==> config.mk <==
export PLATFORM = sky130hd
export DESIGN_NAME = mem_ctrl_flat
export DESIGN_NICKNAME = d
export VERILOG_FILES = /design/src/rtl/mem_ctrl_pkg.sv /design/src/rtl/mem_ctrl_if.sv /design/src/rtl/mem_ctrl.sv /design/src/flat_wrapper.sv
export SDC_FILE = /design/constraint.sdc
export NUM_CORES = 1
export LEC_CHECK = 0
export ABC_AREA = 1
export BUFFER_PORTS_ARGS = -buffer_cell sky130_fd_sc_hd__buf_4
export CORE_ASPECT_RATIO = 0.5
export CORE_MARGIN = 2
export CORE_UTILIZATION = 55
export CTS_BUF_LIST = sky130_fd_sc_hd__clkbuf_2
export DETAILED_ROUTE_END_ITERATION = 7
export GPL_TIMING_DRIVEN = 0
export PLACE_DENSITY = 0.82
export SYNTH_ARGS = -nofsm -noshare
export SYNTH_HDL_FRONTEND = slang
export SYNTH_SLANG_ARGS = --single-unit
export TNS_END_PERCENT = 1
==> constraint.sdc <==
create_clock -name clk -period 2.7 [get_ports clk]
set_input_delay 0.405 -clock clk [delete_from_list [all_inputs] [get_ports clk]]
set_output_delay 0.405 -clock clk [all_outputs]
set_load 0.03 [all_outputs]
==> src/rtl/mem_ctrl_pkg.sv <==
// Shared types and constants for the byte-serialising memory controller.
// Access-size codes match the core's load/store unit encoding.
package mem_ctrl_pkg;

  localparam int XLEN = 32;

  localparam logic [1:0] MEM_BYTE = 2'b00;
  localparam logic [1:0] MEM_HALF = 2'b01;
  localparam logic [1:0] MEM_WORD = 2'b10;

  typedef enum logic [1:0] {
    ST_IDLE,
    ST_READ,
    ST_WRITE,
    ST_DONE
  } state_t;

  // Index of the final byte of an access; the unused code 11 behaves as a word.
  function automatic logic [1:0] last_byte(input logic [1:0] sel);
    case (sel)
      MEM_BYTE: return 2'd0;
      MEM_HALF: return 2'd1;
      default:  return 2'd3;
    endcase
  endfunction

endpackage

==> src/rtl/mem_ctrl_if.sv <==
// Core-side request/response ports plus the byte-wide RAM port of mem_ctrl.
// slave = the controller, master = whoever drives requests and models the RAM.
interface mem_ctrl_if
  import mem_ctrl_pkg::*;
#(
  parameter int ADDR_W = 17
);

  logic              if_req_i;
  logic [XLEN-1:0]   if_addr_i;
  logic [XLEN-1:0]   if_data_o;
  logic              if_done_o;

  logic              mem_req_i;
  logic              mem_we_i;
  logic [1:0]        mem_sel_i;
  logic [XLEN-1:0]   mem_addr_i;
  logic [XLEN-1:0]   mem_wdata_i;
  logic [XLEN-1:0]   mem_rdata_o;
  logic              mem_done_o;

  logic              stallreq_o;

  logic [ADDR_W-1:0] ram_a_o;
  logic              ram_wr_o;
  logic [7:0]        ram_dout_o;
  logic [7:0]        ram_din_i;

  modport slave (
    input  if_req_i, if_addr_i,
    input  mem_req_i, mem_we_i, mem_sel_i, mem_addr_i, mem_wdata_i,
    input  ram_din_i,
    output if_data_o, if_done_o, mem_rdata_o, mem_done_o, stallreq_o,
    output ram_a_o, ram_wr_o, ram_dout_o
  );

  modport master (
    output if_req_i, if_addr_i,
    output mem_req_i, mem_we_i, mem_sel_i, mem_addr_i, mem_wdata_i,
    output ram_din_i,
    input  if_data_o, if_done_o, mem_rdata_o, mem_done_o, stallreq_o,
    input  ram_a_o, ram_wr_o, ram_dout_o
  );

endinterface

==> src/rtl/mem_ctrl.sv <==
// Serialises 32-bit fetch and load/store requests onto a byte-wide RAM with
// 1-cycle read latency; the MEM port wins when both ports request together.
module mem_ctrl
  import mem_ctrl_pkg::*;
#(
  parameter int ADDR_W = 17
) (
  input  logic      clk,
  input  logic      rst,
  mem_ctrl_if.slave bus
);

  state_t            state_reg;
  logic              port_mem_reg;
  logic [ADDR_W-1:0] addr_reg;
  logic [1:0]        last_reg;
  logic [1:0]        k_reg;
  logic              iss_reg;
  logic              rd_vld_reg;
  logic [1:0]        rd_idx_reg;
  logic [XLEN-1:0]   wdata_reg;
  logic [XLEN-1:0]   buf_reg;

  logic [ADDR_W-1:0] ram_a_reg;
  logic              ram_wr_reg;
  logic [7:0]        ram_dout_reg;
  logic              if_done_reg;
  logic              mem_done_reg;
  logic [XLEN-1:0]   if_data_reg;
  logic [XLEN-1:0]   mem_rdata_reg;

  logic              acc_valid;
  logic              acc_mem;
  logic              acc_we;
  logic [ADDR_W-1:0] acc_addr;
  logic [1:0]        acc_last;

  always_comb begin
    acc_valid = bus.mem_req_i | bus.if_req_i;
    acc_mem   = bus.mem_req_i;
    acc_we    = bus.mem_req_i & bus.mem_we_i;
    acc_addr  = bus.mem_req_i ? bus.mem_addr_i[ADDR_W-1:0] : bus.if_addr_i[ADDR_W-1:0];
    acc_last  = bus.mem_req_i ? last_byte(bus.mem_sel_i) : 2'd3;
  end

  // Address of the following byte; the ADDR_W-wide add wraps at the top of RAM.
  logic [1:0]        k_next;
  logic [ADDR_W-1:0] a_next;
  assign k_next = k_reg + 2'd1;
  assign a_next = addr_reg + ADDR_W'(k_next);

  logic [7:0]      wbyte [4];
  logic [XLEN-1:0] merged;

  genvar gi;
  generate
    for (gi = 0; gi < 4; gi++) begin : g_lane
      assign wbyte[gi]         = wdata_reg[8*gi +: 8];
      assign merged[8*gi +: 8] = (rd_idx_reg == 2'(gi)) ? bus.ram_din_i : buf_reg[8*gi +: 8];
    end
  endgenerate

  always_ff @(posedge clk) begin
    if (rst) begin
      state_reg     <= ST_IDLE;
      port_mem_reg  <= 1'b0;
      addr_reg      <= '0;
      last_reg      <= 2'd0;
      k_reg         <= 2'd0;
      iss_reg       <= 1'b0;
      rd_vld_reg    <= 1'b0;
      rd_idx_reg    <= 2'd0;
      wdata_reg     <= '0;
      buf_reg       <= '0;
      ram_a_reg     <= '0;
      ram_wr_reg    <= 1'b0;
      ram_dout_reg  <= 8'h00;
      if_done_reg   <= 1'b0;
      mem_done_reg  <= 1'b0;
      if_data_reg   <= '0;
      mem_rdata_reg <= '0;
    end else begin
      if_done_reg  <= 1'b0;
      mem_done_reg <= 1'b0;
      case (state_reg)
        ST_IDLE: begin
          if (acc_valid) begin
            port_mem_reg <= acc_mem;
            addr_reg     <= acc_addr;
            last_reg     <= acc_last;
            wdata_reg    <= bus.mem_wdata_i;
            k_reg        <= 2'd0;
            buf_reg      <= '0;
            rd_vld_reg   <= 1'b0;
            ram_a_reg    <= acc_addr;
            if (acc_we) begin
              ram_wr_reg   <= 1'b1;
              ram_dout_reg <= bus.mem_wdata_i[7:0];
              state_reg    <= ST_WRITE;
            end else begin
              iss_reg   <= 1'b1;
              state_reg <= ST_READ;
            end
          end
        end
        ST_READ: begin
          // Issue and capture are pipelined: byte k is captured one cycle after its address.
          if (iss_reg) begin
            rd_vld_reg <= 1'b1;
            rd_idx_reg <= k_reg;
            if (k_reg == last_reg) begin
              iss_reg   <= 1'b0;
              ram_a_reg <= '0;
            end else begin
              k_reg     <= k_next;
              ram_a_reg <= a_next;
            end
          end else begin
            rd_vld_reg <= 1'b0;
          end
          if (rd_vld_reg) begin
            buf_reg <= merged;
            if (rd_idx_reg == last_reg) begin
              rd_vld_reg <= 1'b0;
              state_reg  <= ST_DONE;
              if (port_mem_reg) begin
                mem_rdata_reg <= merged;
                mem_done_reg  <= 1'b1;
              end else begin
                if_data_reg <= merged;
                if_done_reg <= 1'b1;
              end
            end
          end
        end
        ST_WRITE: begin
          if (k_reg == last_reg) begin
            ram_wr_reg   <= 1'b0;
            ram_a_reg    <= '0;
            ram_dout_reg <= 8'h00;
            mem_done_reg <= 1'b1;
            state_reg    <= ST_DONE;
          end else begin
            k_reg        <= k_next;
            ram_a_reg    <= a_next;
            ram_dout_reg <= wbyte[k_next];
          end
        end
        ST_DONE: state_reg <= ST_IDLE;
        default: state_reg <= ST_IDLE;
      endcase
    end
  end

  assign bus.ram_a_o     = ram_a_reg;
  assign bus.ram_wr_o    = ram_wr_reg;
  assign bus.ram_dout_o  = ram_dout_reg;
  assign bus.if_done_o   = if_done_reg;
  assign bus.if_data_o   = if_data_reg;
  assign bus.mem_done_o  = mem_done_reg;
  assign bus.mem_rdata_o = mem_rdata_reg;
  assign bus.stallreq_o  = (bus.if_req_i & ~if_done_reg) | (bus.mem_req_i & ~mem_done_reg);

  // Request address bits above the RAM size are deliberately ignored.
  logic unused_addr_bits;
  assign unused_addr_bits = ^{bus.if_addr_i[XLEN-1:ADDR_W], bus.mem_addr_i[XLEN-1:ADDR_W]};

endmodule

==> src/flat_wrapper.sv <==
// flat-port wrapper written by rule: the top's interface ports become plain ports
module mem_ctrl_flat import mem_ctrl_pkg::*;
#(
  parameter int ADDR_W = 17
)
  (clk, rst, bus_if_req_i, bus_if_addr_i, bus_mem_req_i, bus_mem_we_i, bus_mem_sel_i, bus_mem_addr_i, bus_mem_wdata_i, bus_ram_din_i, bus_if_data_o, bus_if_done_o, bus_mem_rdata_o, bus_mem_done_o, bus_stallreq_o, bus_ram_a_o, bus_ram_wr_o, bus_ram_dout_o);
  mem_ctrl_if #(.ADDR_W(ADDR_W)) bus_i ();
  input  logic clk;
  input  logic rst;
  input wire logic [$bits(bus_i.if_req_i)-1:0] bus_if_req_i;
  input wire logic [$bits(bus_i.if_addr_i)-1:0] bus_if_addr_i;
  input wire logic [$bits(bus_i.mem_req_i)-1:0] bus_mem_req_i;
  input wire logic [$bits(bus_i.mem_we_i)-1:0] bus_mem_we_i;
  input wire logic [$bits(bus_i.mem_sel_i)-1:0] bus_mem_sel_i;
  input wire logic [$bits(bus_i.mem_addr_i)-1:0] bus_mem_addr_i;
  input wire logic [$bits(bus_i.mem_wdata_i)-1:0] bus_mem_wdata_i;
  input wire logic [$bits(bus_i.ram_din_i)-1:0] bus_ram_din_i;
  output wire logic [$bits(bus_i.if_data_o)-1:0] bus_if_data_o;
  output wire logic [$bits(bus_i.if_done_o)-1:0] bus_if_done_o;
  output wire logic [$bits(bus_i.mem_rdata_o)-1:0] bus_mem_rdata_o;
  output wire logic [$bits(bus_i.mem_done_o)-1:0] bus_mem_done_o;
  output wire logic [$bits(bus_i.stallreq_o)-1:0] bus_stallreq_o;
  output wire logic [$bits(bus_i.ram_a_o)-1:0] bus_ram_a_o;
  output wire logic [$bits(bus_i.ram_wr_o)-1:0] bus_ram_wr_o;
  output wire logic [$bits(bus_i.ram_dout_o)-1:0] bus_ram_dout_o;
  assign bus_i.if_req_i = bus_if_req_i;
  assign bus_i.if_addr_i = bus_if_addr_i;
  assign bus_i.mem_req_i = bus_mem_req_i;
  assign bus_i.mem_we_i = bus_mem_we_i;
  assign bus_i.mem_sel_i = bus_mem_sel_i;
  assign bus_i.mem_addr_i = bus_mem_addr_i;
  assign bus_i.mem_wdata_i = bus_mem_wdata_i;
  assign bus_i.ram_din_i = bus_ram_din_i;
  assign bus_if_data_o = bus_i.if_data_o;
  assign bus_if_done_o = bus_i.if_done_o;
  assign bus_mem_rdata_o = bus_i.mem_rdata_o;
  assign bus_mem_done_o = bus_i.mem_done_o;
  assign bus_stallreq_o = bus_i.stallreq_o;
  assign bus_ram_a_o = bus_i.ram_a_o;
  assign bus_ram_wr_o = bus_i.ram_wr_o;
  assign bus_ram_dout_o = bus_i.ram_dout_o;
  mem_ctrl #(.ADDR_W(ADDR_W)) u_core (.clk(clk), .rst(rst), .bus(bus_i));
endmodule
==> flow_summary.json <==
{
  "cts_max_path_buffers": 2,
  "insertion_delay_ns": 0.79,
  "rows": 32,
  "power_density_nw_per_um2": 970,
  "synth_area_leader_cell": "dfxtp_1",
  "placed_area_um2": 10100,
  "htree_num_levels": 4,
  "critPathKind": "flop to flop",
  "synthCells": 1275,
  "leakagePower_nw": 4.96,
  "hold_path_class": "input port to flop",
  "synth_simple_gate_area_frac": 0.266,
  "via_count": 9296,
  "yosys-top-cells-area": "dfxtp_1 (43%), nand2_1 (12%), o21ai_0 (9.5%)",
  "wire_per_inst_um": 15.2,
  "first_pass_iters": 5,
  "skew_ns": 0.0822,
  "grt_max_degree": 20,
  "synth-seq-cells": 184,
  "die_area_um2": 16700,
  "critPathMaxFanout": 9,
  "tritoncts": "yes",
  "synth_edf_count": 0,
  "synth_xor_area_frac": 0.00307,
  "wl_met3_um": 2370,
  "dieHeight_um": 92.3,
  "maxSlewHeadroom": 0.573,
  "syn_to_final_growth_pct": 27.3,
  "num_antenna_cells": 0,
  "die_x_um": 181,
  "cts_root_buffer": "clkbuf_2",
  "grt_util_all_layers": 0.320,
  "grt_pass1_wl_um": 43200,
  "dp_hpwl_um": 19100,
  "crit_arrival_ns": 3.18,
  "dr_wl_met2_um": 11700,
  "syn_area_um2": 8570,
  "synth-adder-area-share": 0.0111,
  "final_antenna_net_count": 0,
  "status": "complete, no violations",
  "tns_ns": 0,
  "drv_slew": 0,
  "synth_top_area_frac": 0.430,
  "synth-main-ff-cell": "dfxtp_1",
  "drv_cap": 0,
  "rsz0062_at_grt": "false",
  "cts_buffers": 17,
  "synth.most_common_cell": "nand2_1",
  "synth_compound_area_frac": 0.184,
  "cts.clk_slew.worst_paths_ns": 0.29,
  "synthDistinctLibCells": 35,
  "highest_layer": "met4",
  "syn_avg_cell_area_um2": 6.72,
  "fmax_mhz": 407,
  "vias_per_cell": 5.35,
  "drcViolationCount": 0,
  "synth_nets": 1393,
  "synth_top_family_by_area": "simple AND/OR/NAND/NOR gates",
  "wl_met1_um": 11800,
  "fin_area_um2": 10900,
  "peakVddDrop_mv": 0.496,
  "antenna_found_initial": 0,
  "fillers": 1284,
  "yosysSeqAreaShare": 0.430,
  "cts.sinks": 184,
  "synthTopCellsByCount": "nand2_1 (278), dfxtp_1 (184), nor2_1 (167)",
  "drt-total-wl_um": 26400,
  "gp_congestion": 0.942,
  "async_flop_share": 0,
  "start_util": 0.559,
  "synth_mux_area_frac": 0.00234,
  "fin_nets": 1638,
  "min_period_ns": 2.46,
  "placeableCoreArea_um2": 15300,
  "grt-ovfl-total": 0,
  "final.period_utilization": 0.910,
  "tightestPinTransition_ns": 0.641,
  "yosys_warnings": 0,
  "crit_path_end_kind": "flop",
  "dr.first_iter.drc_count": 927,
  "hold_violations": 0,
  "grt_pass1_vias": 8817,
  "start_kind": "flop",
  "cts_setup_buffers": 0,
  "layout-drive-gt1-share": 0.170,
  "io_buffers": 172,
  "setup_viol": 0,
  "io_pins": 204,
  "cp.required_ns": 3.42
}
[path summary, 6_finish.rpt]
path / to / startpoint / depth (start not counted) / slack, ns
setup / recovery: u_core.bus.ram_a_o[14] / u_core.k_reg[0] / 12 / 0.24
hold / removal: u_core.addr_reg[4] / bus_mem_addr_i[4] / 5 / 0.03
setup reg to reg: u_core.bus.ram_a_o[14] / u_core.k_reg[0] / 12 / 0.24
hold reg to reg: u_core.bus.if_data_o[18] / u_core.bus.if_data_o[18] / 2 / 0.46
[critical path, cell delays in order (launching register included)]
cell	delay, ns
dfxtp_1	0.44
nand2_1	0.15
clkinvlp_4	0.22
nor2_4	0.22
inv_1	0.16
fa_1	0.49
inv_1	0.08
nand2_1	0.12
nor2_4	0.23
nand3_1	0.10
nand2_1	0.07
nand3_1	0.07
a21oi_1	0.12
[metrics by stage]
step           setup WS (ns)  std cells  utilization  hold slack (ns)  total power, mW
6_report               0.243       1737        0.712           0.0265             10.6
5_1_grt               0.0294       1737        0.712          0.00313             11.3
4_1_cts               0.0126       1737        0.711          0.00369             10.5
3_5_place_dp          0.0306       1651        0.660            0.435             9.00
3_3_place_gp          0.0674       1651        0.660            0.430             8.83
2_1_floorplan          0.559       1275            -            0.424             7.39
[cells by family after synthesis]
family                   after synthesis
AO/OA/AOI/OAI                        308
XOR/XNOR                               3
adder cells (fa/ha/maj)                7
buffers and inverters                218
flip-flops                           184
multiplexers                           2
AND/OR/NAND/NOR                      553
[power by group]
part           internal, mW  switching, mW
clock network         0.312           1.14
registers              3.45          0.409
logic                  1.66           3.62
total                  5.42           5.17
[cell type report]
cell class	count	area, um2	share of cell area
Multi-Input combinational cell	873	4010	0.367
Sequential cell	184	3680	0.338
Timing Repair Buffer	226	1830	0.168
Inverter	141	533	0.0488
Buffer	77	360	0.0330
Tap cell	204	255	0.0234
Clock inverter	15	158	0.0144
Clock buffer	17	85.1	0.00780
[per-layer routing]
layer	up-vias	track usage
met3	58	0.0655
met2	400	0.515
met4	0	0.103
met5	-	0
li1	4611	-
met1	4227	0.432
[cells in the final DEF (no fill, tap or decap), types with 26 or more instances in the layout]
cell type,Yosys,routed
buf_4,6,178
inv_1,130,130
nand3_1,58,58
nor2_1,167,166
nand2_1,278,278
dfxtp_1,184,184
a21oi_1,127,127
buf_2,26,26
dlygate4sd3_1,0,54
clkbuf_1,35,35
nand4_1,35,35
o21ai_0,163,163
[timing repair]
action                                  CTS  global route
endpoints found under the hold margin    55             0
endpoints found under the setup margin    0             5
hold buffers                             54             0
resized for setup                         0             3
Note: power is estimated with default switching activity, not from simulation.
